$ cat src/rtl/ex_div_unit_pkg.sv
// Shared constants and state codes for the EX-stage divider.
package ex_div_unit_pkg;

    localparam int unsigned DIV_WIDTH = 32;
    localparam int unsigned DIV_CNT_W = 6;

    // Divider FSM states
    typedef enum logic [1:0] {
        DIV_FREE    = 2'b00,
        DIV_BY_ZERO = 2'b01,
        DIV_ON      = 2'b10,
        DIV_END     = 2'b11
    } div_state_e;

    localparam logic DIV_RESULT_READY     = 1'b1;
    localparam logic DIV_RESULT_NOT_READY = 1'b0;
    localparam logic DIV_START            = 1'b1;
    localparam logic DIV_STOP             = 1'b0;

endpackage

$ cat src/rtl/ex_div_unit_if.sv
// EX-to-divider request/response bundle; EX is the master, the divider the slave.
interface ex_div_unit_if
    import ex_div_unit_pkg::*;
#(
    parameter int unsigned WIDTH = DIV_WIDTH
) ();

    logic                 start;
    logic                 signed_div;
    logic [WIDTH-1:0]     opdata1;
    logic [WIDTH-1:0]     opdata2;
    logic                 annul;
    logic [2*WIDTH-1:0]   result;
    logic                 ready;
    logic                 stallreq_for_div;

    modport master (
        output start, signed_div, opdata1, opdata2, annul,
        input  result, ready, stallreq_for_div
    );

    modport slave (
        input  start, signed_div, opdata1, opdata2, annul,
        output result, ready, stallreq_for_div
    );

endinterface

$ cat src/rtl/ex_div_unit.sv
// Multi-cycle radix-2 restoring divider for DIV/DIVU; returns {remainder, quotient}.
module ex_div_unit
    import ex_div_unit_pkg::*;
#(
    parameter int unsigned WIDTH = DIV_WIDTH,
    parameter int unsigned CNT_W = DIV_CNT_W
) (
    input  logic         clk,
    input  logic         rst,
    ex_div_unit_if.slave bus
);

    localparam int unsigned W = WIDTH;

    div_state_e         r_state;
    logic [CNT_W-1:0]   r_cnt;
    logic [2*W:0]       r_work;      // {partial remainder (W+1), quotient (W)}
    logic [W-1:0]       r_divisor;
    logic               r_neg_quo;
    logic               r_neg_rem;
    logic [2*W-1:0]     r_result;
    logic               r_ready;

    logic               w_op1_neg;
    logic               w_op2_neg;
    logic [W-1:0]       w_mag1;
    logic [W-1:0]       w_mag2;
    logic               w_accept;
    logic [2*W:0]       w_shift;
    logic [W+1:0]       w_diff;
    logic               w_borrow;
    logic [2*W:0]       w_step;
    logic [W-1:0]       w_quo;
    logic [W-1:0]       w_rem;
    logic [W-1:0]       w_quo_fix;
    logic [W-1:0]       w_rem_fix;
    logic               w_last;

    // Operand magnitudes for signed division; signs are kept separately for the fix-up
    assign w_op1_neg = bus.signed_div & bus.opdata1[W-1];
    assign w_op2_neg = bus.signed_div & bus.opdata2[W-1];
    assign w_mag1    = w_op1_neg ? -bus.opdata1 : bus.opdata1;
    assign w_mag2    = w_op2_neg ? -bus.opdata2 : bus.opdata2;
    assign w_accept  = (bus.start == DIV_START) & ~bus.annul;

    // One restoring step: shift, trial-subtract on the upper W+1 bits, borrow selects restore
    assign w_shift  = r_work << 1;
    assign w_diff   = {1'b0, w_shift[2*W:W]} - {2'b00, r_divisor};
    assign w_borrow = w_diff[W+1];
    assign w_step   = w_borrow ? w_shift : {w_diff[W:0], w_shift[W-1:1], 1'b1};

    // Sign fix-up applied as the final step is written into the result
    assign w_quo     = w_step[W-1:0];
    assign w_rem     = w_step[2*W-1:W];
    assign w_quo_fix = r_neg_quo ? -w_quo : w_quo;
    assign w_rem_fix = r_neg_rem ? -w_rem : w_rem;
    assign w_last    = (r_cnt == CNT_W'(W - 1));

    // Stall IF..EX from acceptance until the result is ready; released in END
    assign bus.stallreq_for_div = ((r_state == DIV_FREE) & w_accept)
                                | (r_state == DIV_BY_ZERO)
                                | (r_state == DIV_ON);
    assign bus.result = r_result;
    assign bus.ready  = r_ready;

    // Divider FSM with registered result/ready; annul outranks start and completion
    always_ff @(posedge clk) begin
        if (rst) begin
            r_state   <= DIV_FREE;
            r_cnt     <= '0;
            r_work    <= '0;
            r_divisor <= '0;
            r_neg_quo <= 1'b0;
            r_neg_rem <= 1'b0;
            r_result  <= '0;
            r_ready   <= DIV_RESULT_NOT_READY;
        end else begin
            case (r_state)
                DIV_FREE: begin
                    r_result <= '0;
                    r_ready  <= DIV_RESULT_NOT_READY;
                    if (w_accept) begin
                        r_neg_quo <= w_op1_neg ^ w_op2_neg;
                        r_neg_rem <= w_op1_neg;
                        r_divisor <= w_mag2;
                        r_cnt     <= '0;
                        if (bus.opdata2 == '0) begin
                            r_work  <= {{(W+1){1'b0}}, bus.opdata1};
                            r_state <= DIV_BY_ZERO;
                        end else begin
                            r_work  <= {{(W+1){1'b0}}, w_mag1};
                            r_state <= DIV_ON;
                        end
                    end
                end
                DIV_BY_ZERO: begin
                    if (bus.annul) begin
                        r_state <= DIV_FREE;
                    end else begin
                        r_result <= {r_work[W-1:0], {W{1'b1}}};
                        r_ready  <= DIV_RESULT_READY;
                        r_state  <= DIV_END;
                    end
                end
                DIV_ON: begin
                    if (bus.annul) begin
                        r_state <= DIV_FREE;
                    end else begin
                        r_work <= w_step;
                        r_cnt  <= r_cnt + CNT_W'(1);
                        if (w_last) begin
                            r_result <= {w_rem_fix, w_quo_fix};
                            r_ready  <= DIV_RESULT_READY;
                            r_state  <= DIV_END;
                        end
                    end
                end
                DIV_END: begin
                    if (bus.annul || (bus.start == DIV_STOP)) begin
                        r_result <= '0;
                        r_ready  <= DIV_RESULT_NOT_READY;
                        r_state  <= DIV_FREE;
                    end
                end
                default: begin
                    r_state <= DIV_FREE;
                end
            endcase
        end
    end

endmodule
$ cat src/flat_wrapper.sv
// flat-port wrapper written by rule: the top's interface ports become plain ports
module ex_div_unit_flat import ex_div_unit_pkg::*;
#(
    parameter int unsigned WIDTH = DIV_WIDTH,
    parameter int unsigned CNT_W = DIV_CNT_W
)
  (clk, rst, bus_start, bus_signed_div, bus_opdata1, bus_opdata2, bus_annul, bus_result, bus_ready, bus_stallreq_for_div);
  ex_div_unit_if #(.WIDTH(WIDTH)) bus_i ();
  input  logic clk;
  input  logic rst;
  input wire logic [$bits(bus_i.start)-1:0] bus_start;
  input wire logic [$bits(bus_i.signed_div)-1:0] bus_signed_div;
  input wire logic [$bits(bus_i.opdata1)-1:0] bus_opdata1;
  input wire logic [$bits(bus_i.opdata2)-1:0] bus_opdata2;
  input wire logic [$bits(bus_i.annul)-1:0] bus_annul;
  output wire logic [$bits(bus_i.result)-1:0] bus_result;
  output wire logic [$bits(bus_i.ready)-1:0] bus_ready;
  output wire logic [$bits(bus_i.stallreq_for_div)-1:0] bus_stallreq_for_div;
  assign bus_i.start = bus_start;
  assign bus_i.signed_div = bus_signed_div;
  assign bus_i.opdata1 = bus_opdata1;
  assign bus_i.opdata2 = bus_opdata2;
  assign bus_i.annul = bus_annul;
  assign bus_result = bus_i.result;
  assign bus_ready = bus_i.ready;
  assign bus_stallreq_for_div = bus_i.stallreq_for_div;
  ex_div_unit #(.WIDTH(WIDTH), .CNT_W(CNT_W)) u_core (.clk(clk), .rst(rst), .bus(bus_i));
endmodule
$ cat config.mk
export PLATFORM = sky130hd
export DESIGN_NAME = ex_div_unit_flat
export DESIGN_NICKNAME = d
export VERILOG_FILES = /design/src/rtl/ex_div_unit_pkg.sv /design/src/rtl/ex_div_unit_if.sv /design/src/rtl/ex_div_unit.sv /design/src/flat_wrapper.sv
export SDC_FILE = /design/constraint.sdc
export NUM_CORES = 1
export LEC_CHECK = 0
export CAP_MARGIN = 10
export CORE_MARGIN = 3
export CORE_UTILIZATION = 62
export DETAILED_ROUTE_END_ITERATION = 16
export HOLD_SLACK_MARGIN = 0.08
export PLACE_DENSITY_LB_ADDON = 0.05
export SKIP_CTS_REPAIR_TIMING = 1
export SYNTH_ARGS = -nofsm -noshare
export SYNTH_HDL_FRONTEND = slang
export SYNTH_SLANG_ARGS = --single-unit
$ cat constraint.sdc
create_clock -name clk -period 6.91 [get_ports clk]
set_clock_uncertainty 0.2 [all_clocks]
set_input_delay 0.691 -clock clk [delete_from_list [all_inputs] [get_ports clk]]
set_output_delay 0.691 -clock clk [all_outputs]
set_load 0.01 [all_outputs]
# Word-level counts from Yosys, hierarchy flattened
# Cells that the tools add are included.
[totals]
output_inout_bits = 66
reg_bits = 171
in_bits = 69
elab_cells = 70
[classes]
n_reduce_logical = 8
n_addsub = 6
n_bitwise = 9
mux = 29
n_eq_ne = 10
[op_table]
columns = ["operator", "n"]
rows = [
  ["two-way mux 64 bit", 7],
  ["one-hot mux 64 bit (4 select lines)", 1],
  ["two-way mux 32 bit", 5],
  ["negator 32 bit", 4],
  ["one-hot mux 64 bit (2 select lines)", 1],
  ["subtractor 33 x 32 -> 34 bit", 1],
  ["zero test 32 bit", 1],
  ["two-way mux 2 bit", 6],
  ["two-way mux 6 bit", 2],
  ["one-hot mux 6 bit (2 select lines)", 1],
  ["one-hot mux 2 bit (4 select lines)", 1],
  ["adder 6 x 1 -> 6 bit, second input constant", 1],
  ["equality test 6 x 5 -> 1 bit, second input constant", 1],
  ["!= test 2 x 1 -> 1 bit, second input constant", 3],
  ["AND reduction 3 bit", 2],
  ["AND 1 bit", 4],
  ["equality test 2 bit, second input constant", 2],
  ["two-way mux 1 bit", 4],
  ["!= test 2 bit, second input constant", 2],
  ["one-hot mux 1 bit (4 select lines)", 1],
  ["AND reduction 4 bit", 1],
  ["!= test 3 x 2 -> 1 bit, second input constant", 1],
  ["equality test 2 x 1 -> 1 bit, second input constant", 1],
  ["zero test 2 bit", 1],
  ["other kinds (6)", 8],
]

# Depth between registers and ports, before layout
[logic_depth]
ltp_word = 7
depth_mapped = 21
mapped_depth_nobuf = 17

# Least setup slack after synthesis
# Ideal clock, no wire load.
[synth_timing]
kind = "flip-flop to flip-flop"
startpoint = "register u_core.r_divisor[9]"
endpoint = "register u_core.r_result[30], in the netlist u_core.bus.result[30]"
setup_time_ps = 128
stages_incl_launch_ff = 21
slack_ps = 2699
path_buffers = 3
t_arrival_ps = 3883
synth_period_minus_slack_ps = 4211
required_time_ps = 6582
cell_sequence = "dfxtp_1 -> inv_1 -> ha_1 -> buf_6 -> and4_4 -> a2bb2oi_4 -> a311oi_2 -> o31ai_1 -> nand2_2 -> inv_4 -> buf_6 -> clkbuf_1 -> ha_1 -> nand2_1 -> o31ai_1 -> nand2_1 -> a21oi_1 -> xnor2_1 -> a21oi_1 -> a2bb2oi_1 -> nor2_1"
[synth_between]
elab_chain_len = 7
[synth_lines]
columns = ["item", "line_no", "rtl"]
rows = [
  ["start: declaration", "ex_div_unit.sv:18", "logic [W-1:0] r_divisor;"],
  ["start signal: assignment", "ex_div_unit.sv:85", "r_divisor <= w_mag2;"],
  ["subtractor 33 x 32 -> 34 bit", "ex_div_unit.sv:48", "assign w_diff = {1'b0, w_shift[2*W:W]} - {2'b00, r_divisor};"],
  ["two-way mux 64 bit", "ex_div_unit.sv:50", "assign w_step = w_borrow ? w_shift : {w_diff[W:0], w_shift[W-1:1], 1'b1};"],
  ["negator 32 bit", "ex_div_unit.sv:55", "assign w_quo_fix = r_neg_quo ? -w_quo : w_quo;"],
  ["two-way mux 32 bit", "ex_div_unit.sv:55", ""],
  ["two-way mux 64 bit", "ex_div_unit.sv:111", "if (w_last) begin"],
  ["two-way mux 64 bit", "ex_div_unit.sv:106", "if (bus.annul) begin"],
  ["one-hot mux 64 bit (4 select lines)", "ex_div_unit.sv:78", "case (r_state)"],
  ["end signal: assignment", "ex_div_unit.sv:100", "r_result <= {r_work[W-1:0], {W{1'b1}}};"],
  ["end signal: assignment", "ex_div_unit.sv:112", "r_result <= {w_rem_fix, w_quo_fix};"],
  ["end: declaration", "ex_div_unit.sv:21", "logic [2*W-1:0] r_result;"],
]
# Every way passes these cells. The select of a mux whose other input is x is not followed.
# A chain may end at the register's enable or synchronous reset.

# Final worst setup path
[layout_timing]
startpoint = "register u_core.r_work[41]"
endpoint = "register u_core.r_result[31], in the netlist u_core.bus.result[31]"
[layout_between]
elab_chain_len = 7
[layout_lines]
columns = ["item", "line_no", "rtl"]
rows = [
  ["start: declaration", "ex_div_unit.sv:17", "logic [2*W:0] r_work;"],
  ["start signal: assignment", "ex_div_unit.sv:88", "r_work <= {{(W+1){1'b0}}, bus.opdata1};"],
  ["start signal: assignment", "ex_div_unit.sv:91", "r_work <= {{(W+1){1'b0}}, w_mag1};"],
  ["start signal: assignment", "ex_div_unit.sv:109", "r_work <= w_step;"],
  ["subtractor 33 x 32 -> 34 bit", "ex_div_unit.sv:48", ""],
  ["two-way mux 64 bit", "ex_div_unit.sv:50", ""],
  ["negator 32 bit", "ex_div_unit.sv:55", ""],
  ["two-way mux 32 bit", "ex_div_unit.sv:55", ""],
  ["two-way mux 64 bit", "ex_div_unit.sv:111", ""],
  ["two-way mux 64 bit", "ex_div_unit.sv:106", ""],
  ["one-hot mux 64 bit (4 select lines)", "ex_div_unit.sv:78", ""],
]
# Every way passes these cells. The select of a mux whose other input is x is not followed.

==> summary.md <==
| Metric | Value |
|---|---|
| Nets | `approximately 1800` |
| Gpl congestion | `1.01` |
| Routed wire length | `approximately 37 mm` |
| Via-per-instance ratio | `6.36` |
| IO buf count | `134` |
| Routed WL per cell | `19.0 um` |
| Worst setup EP type | `register` |
| GRT Util Overall | `0.332` |
| Cell Area, Placed | `0.0134 mm^2` |
| Fin. max-slew vios | `0` |
| Most frequent CP cell | `o31ai_1` |
| Congestion Overflow GR | `0` |
| Critical Path, Cell by Cell | `ha_1, and4_4, a2bb2oi_4, a311oi_2, o31ai_1, nand2_2, inv_4, nand3_2, or4_1, or2_1, o31ai_1, xor2_1, o21ai_0` |
| Antenna violations before repair | `0` |
| Die height | `146 um` |
| Required @ worst endpoint | `6.98 ns` |
| Clk root buf | `clkbuf_16` |
| Final hold viol count | `0` |
| Headroom to the max-slew limit | `0.304` |
| Layout fillers | `1584` |
| Number of CTS-inserted buffers | `17` |
| Area Overhead vs Synth | `15.7%` |
| DIE AREA | `0.0213 mm^2` |
| Io pins | `135` |
| Most frequent cells in the layout | `nor2_1, dfxtp_1, a21oi_1` |
| Dpl hpwl | `27.4 mm` |
| Crit path DAT | `4.89 ns` |
| RSZ-0062 raised after global routing | `false` |
| Post-route cell area | `0.0141 mm^2` |
| Most common cell after layout, fill and taps aside | `nor2_1` |
| Largest stage delay, worst path | `just under 0.7 ns` |
| Post-Syn Nets | `1725` |
| Initial core utilization | `0.640` |
| Chip width | `146 um` |
| Critical path's slowest cell | `o31ai_1` |
| Drt initial violations | `1305` |
| Fin crit share | `0.697` |
| Routed Antenna Nets | `0` |
| Max Fclk | `slightly above 200 MHz` |
| Min-Delay Path Class | `reg2reg` |
| Core area | `roughly 0.019 mm^2` |
| # clock sinks | `171` |
| Pre-Repair DR Iteration Count | `6` |
| Pin count of the biggest net entering global routing | `91` |
| Outcome | `finished clean` |
| Final setup fails | `0` |
| Crit path time final | `4.82 ns` |
| H-tree Lvls | `4` |
| Synth async-reset ratio | `0` |
| Mapped Avg Cell Area | `about 7.5 um^2` |
| CTS max path bufs | `2` |
| Diodes inserted | `0` |
| CTS tree | `done` |
| Crit Path Max Fanout | `36` |
| Pwr per Cell Area | `around 320 mW/mm^2` |
| Worst slew pin tran | `approximately 1.0 ns` |
| Synth warn | `0` |
| CP Launch Type | `register` |
| Synth Flop Type | `dfxtp_1` |
| Clk pin slew, worst setup/hold paths | `0.07 ns` |
| Layout cells sized above 1 | `0.0558` |
| Cell area after synthesis | `0.0122 mm^2` |
| Unique masters post-synth | `89` |
| Rows | `50` |
| Worst setup path class | `reg2reg` |
| Peak supply drop | `0.323 mV` |
| Clock insertion delay at the later pin of the skew report | `0.43 ns` |
| Seq/Total Area, Yosys | `0.281` |
| Drt drc | `0` |
| Vias after detailed routing | `12400` |
| Number of synthesized flops with an enable pin | `0` |
| Global-route wire length before repair | `58.2 mm` |
| Vias in the first global route | `11100` |
| Post-synthesis cell count | `~1600` |
| Leakage | `slightly above 0.005 uW` |
| Max-cap violations | `0` |
| Synthesized flop and latch total | `171` |
| Setup TNS | `0 ns` |
-- synth_stat cells (4+ instances only) --
master	instances	area, um^2
nor2b_1	8	50.1
o41ai_1	10	87.6
or2_2	10	62.6
a311oi_1	6	52.6
nand4_1	14	87.6
and3_1	20	125
a211oi_1	36	270
nor3_1	30	150
nand3b_1	5	37.5
o211ai_1	10	75.1
nor2_1	195	732
a21oi_1	158	791
inv_1	56	210
clkbuf_8	4	55.1
o21ai_1	5	25.0
ha_1	41	513
or3_1	24	150
xor2_1	51	447
o21a_1	13	97.6
buf_2	9	45.0
o21ai_0	85	425
a2bb2oi_1	8	70.1
dfxtp_1	171	3420
o31ai_1	30	225
and2_1	7	43.8
nand2b_1	13	81.3
o22ai_1	8	50.1
a22oi_1	51	383
nand2_1	146	548
a21o_1	12	90.1
a31oi_1	39	244
clkbuf_1	83	312
or4_1	14	105
nor4_1	13	81.3
nand3_1	36	180
mux2i_1	21	210
xnor2_1	78	683
o31a_1	5	43.8
buf_1	6	22.5
buf_6	6	67.6
-- flip-flops by register name, indices dropped and copies added (netlist names) --
name               cells
u_core.bus.result     64
u_core.r_state         2
u_core.bus.ready       1
u_core.r_work         64
u_core.r_cnt           6
u_core.r_neg_rem       1
u_core.r_divisor      32
u_core.r_neg_quo       1
-- kinds of logic (layout without fill, tap and decap cells) --
family,count (synthesis),after routing,synth area share
buf+inv,167,239,0.0600
flops,171,171,0.281
fa+ha+maj,42,42,0.0438
simple gates,555,555,0.215
xor+xnor,129,129,0.0929
compound gates,528,528,0.289
mux,22,22,0.0182
-- worst paths after layout --
| check | end | depth (start not counted) | from | slack (ns) |
|---|---|---|---|---|
| max | u_core.bus.result[31] | 13 | u_core.r_work[41] | 2.09 |
| min | u_core.r_neg_quo | 2 | u_core.r_neg_quo | 0.26 |
| max reg2reg | u_core.bus.result[31] | 13 | u_core.r_work[41] | 2.09 |
| min reg2reg | u_core.r_neg_quo | 2 | u_core.r_neg_quo | 0.26 |
-- layout make-up --
| cell class | instances | area, um^2 | share of cell area |
|---|---|---|---|
| clock buffer | 19 | 453 | 0.0322 |
| inverter | 58 | 220 | 0.0156 |
| clock inverter | 13 | 176 | 0.0125 |
| sequential | 171 | 3420 | 0.243 |
| multi-input combinational | 1276 | 8020 | 0.570 |
| timing repair buffer | 149 | 1460 | 0.104 |
| tap | 260 | 325 | 0.0231 |
-- where the power goes --
part | leakage, uW | internal, uW | switching, uW
Combinational | 0.00340 | 809 | 1480
Clock | 0.000305 | 598 | 437
Sequential | 0.00139 | 1090 | 119
Total | 0.00509 | 2500 | 2040
-- per-stage QoR --
stage                     cells  worst slack [ns]  hold WS [ns]   util  power [uW]
after global placement     1913              2.49         0.243  0.706        3420
after detailed placement   1913              2.27         0.245  0.706        3440
after global routing       1946              1.73         0.270  0.740        4790
after CTS                  1945              2.20         0.255  0.739        4480
after floorplan            1614              2.70         0.232      -        2860
final                      1946              2.09         0.256  0.740        4530
-- routing by layer --
layer	part of all wire	track usage	vias up
li1	-	-	5980
met1	0.44	0.478	5712
met2	0.44	0.508	615
met3	0.10	0.0652	71
met4	0.022	0.0941	0
met5	0	0	-
-- worst max-delay path, delay by kind of cell, from the launching register on --
kind                       cells  cell delay (ns)
AOI/OAI and AO/OA              5             1.47
xor gates and xnor gates       1             0.19
adders and majority gates      1             0.40
buffers and inverters          1             0.36
DFF                            1             0.49
and+or+nand+nor                5             1.53
No activity file was read; power rests on OpenSTA's default activity.
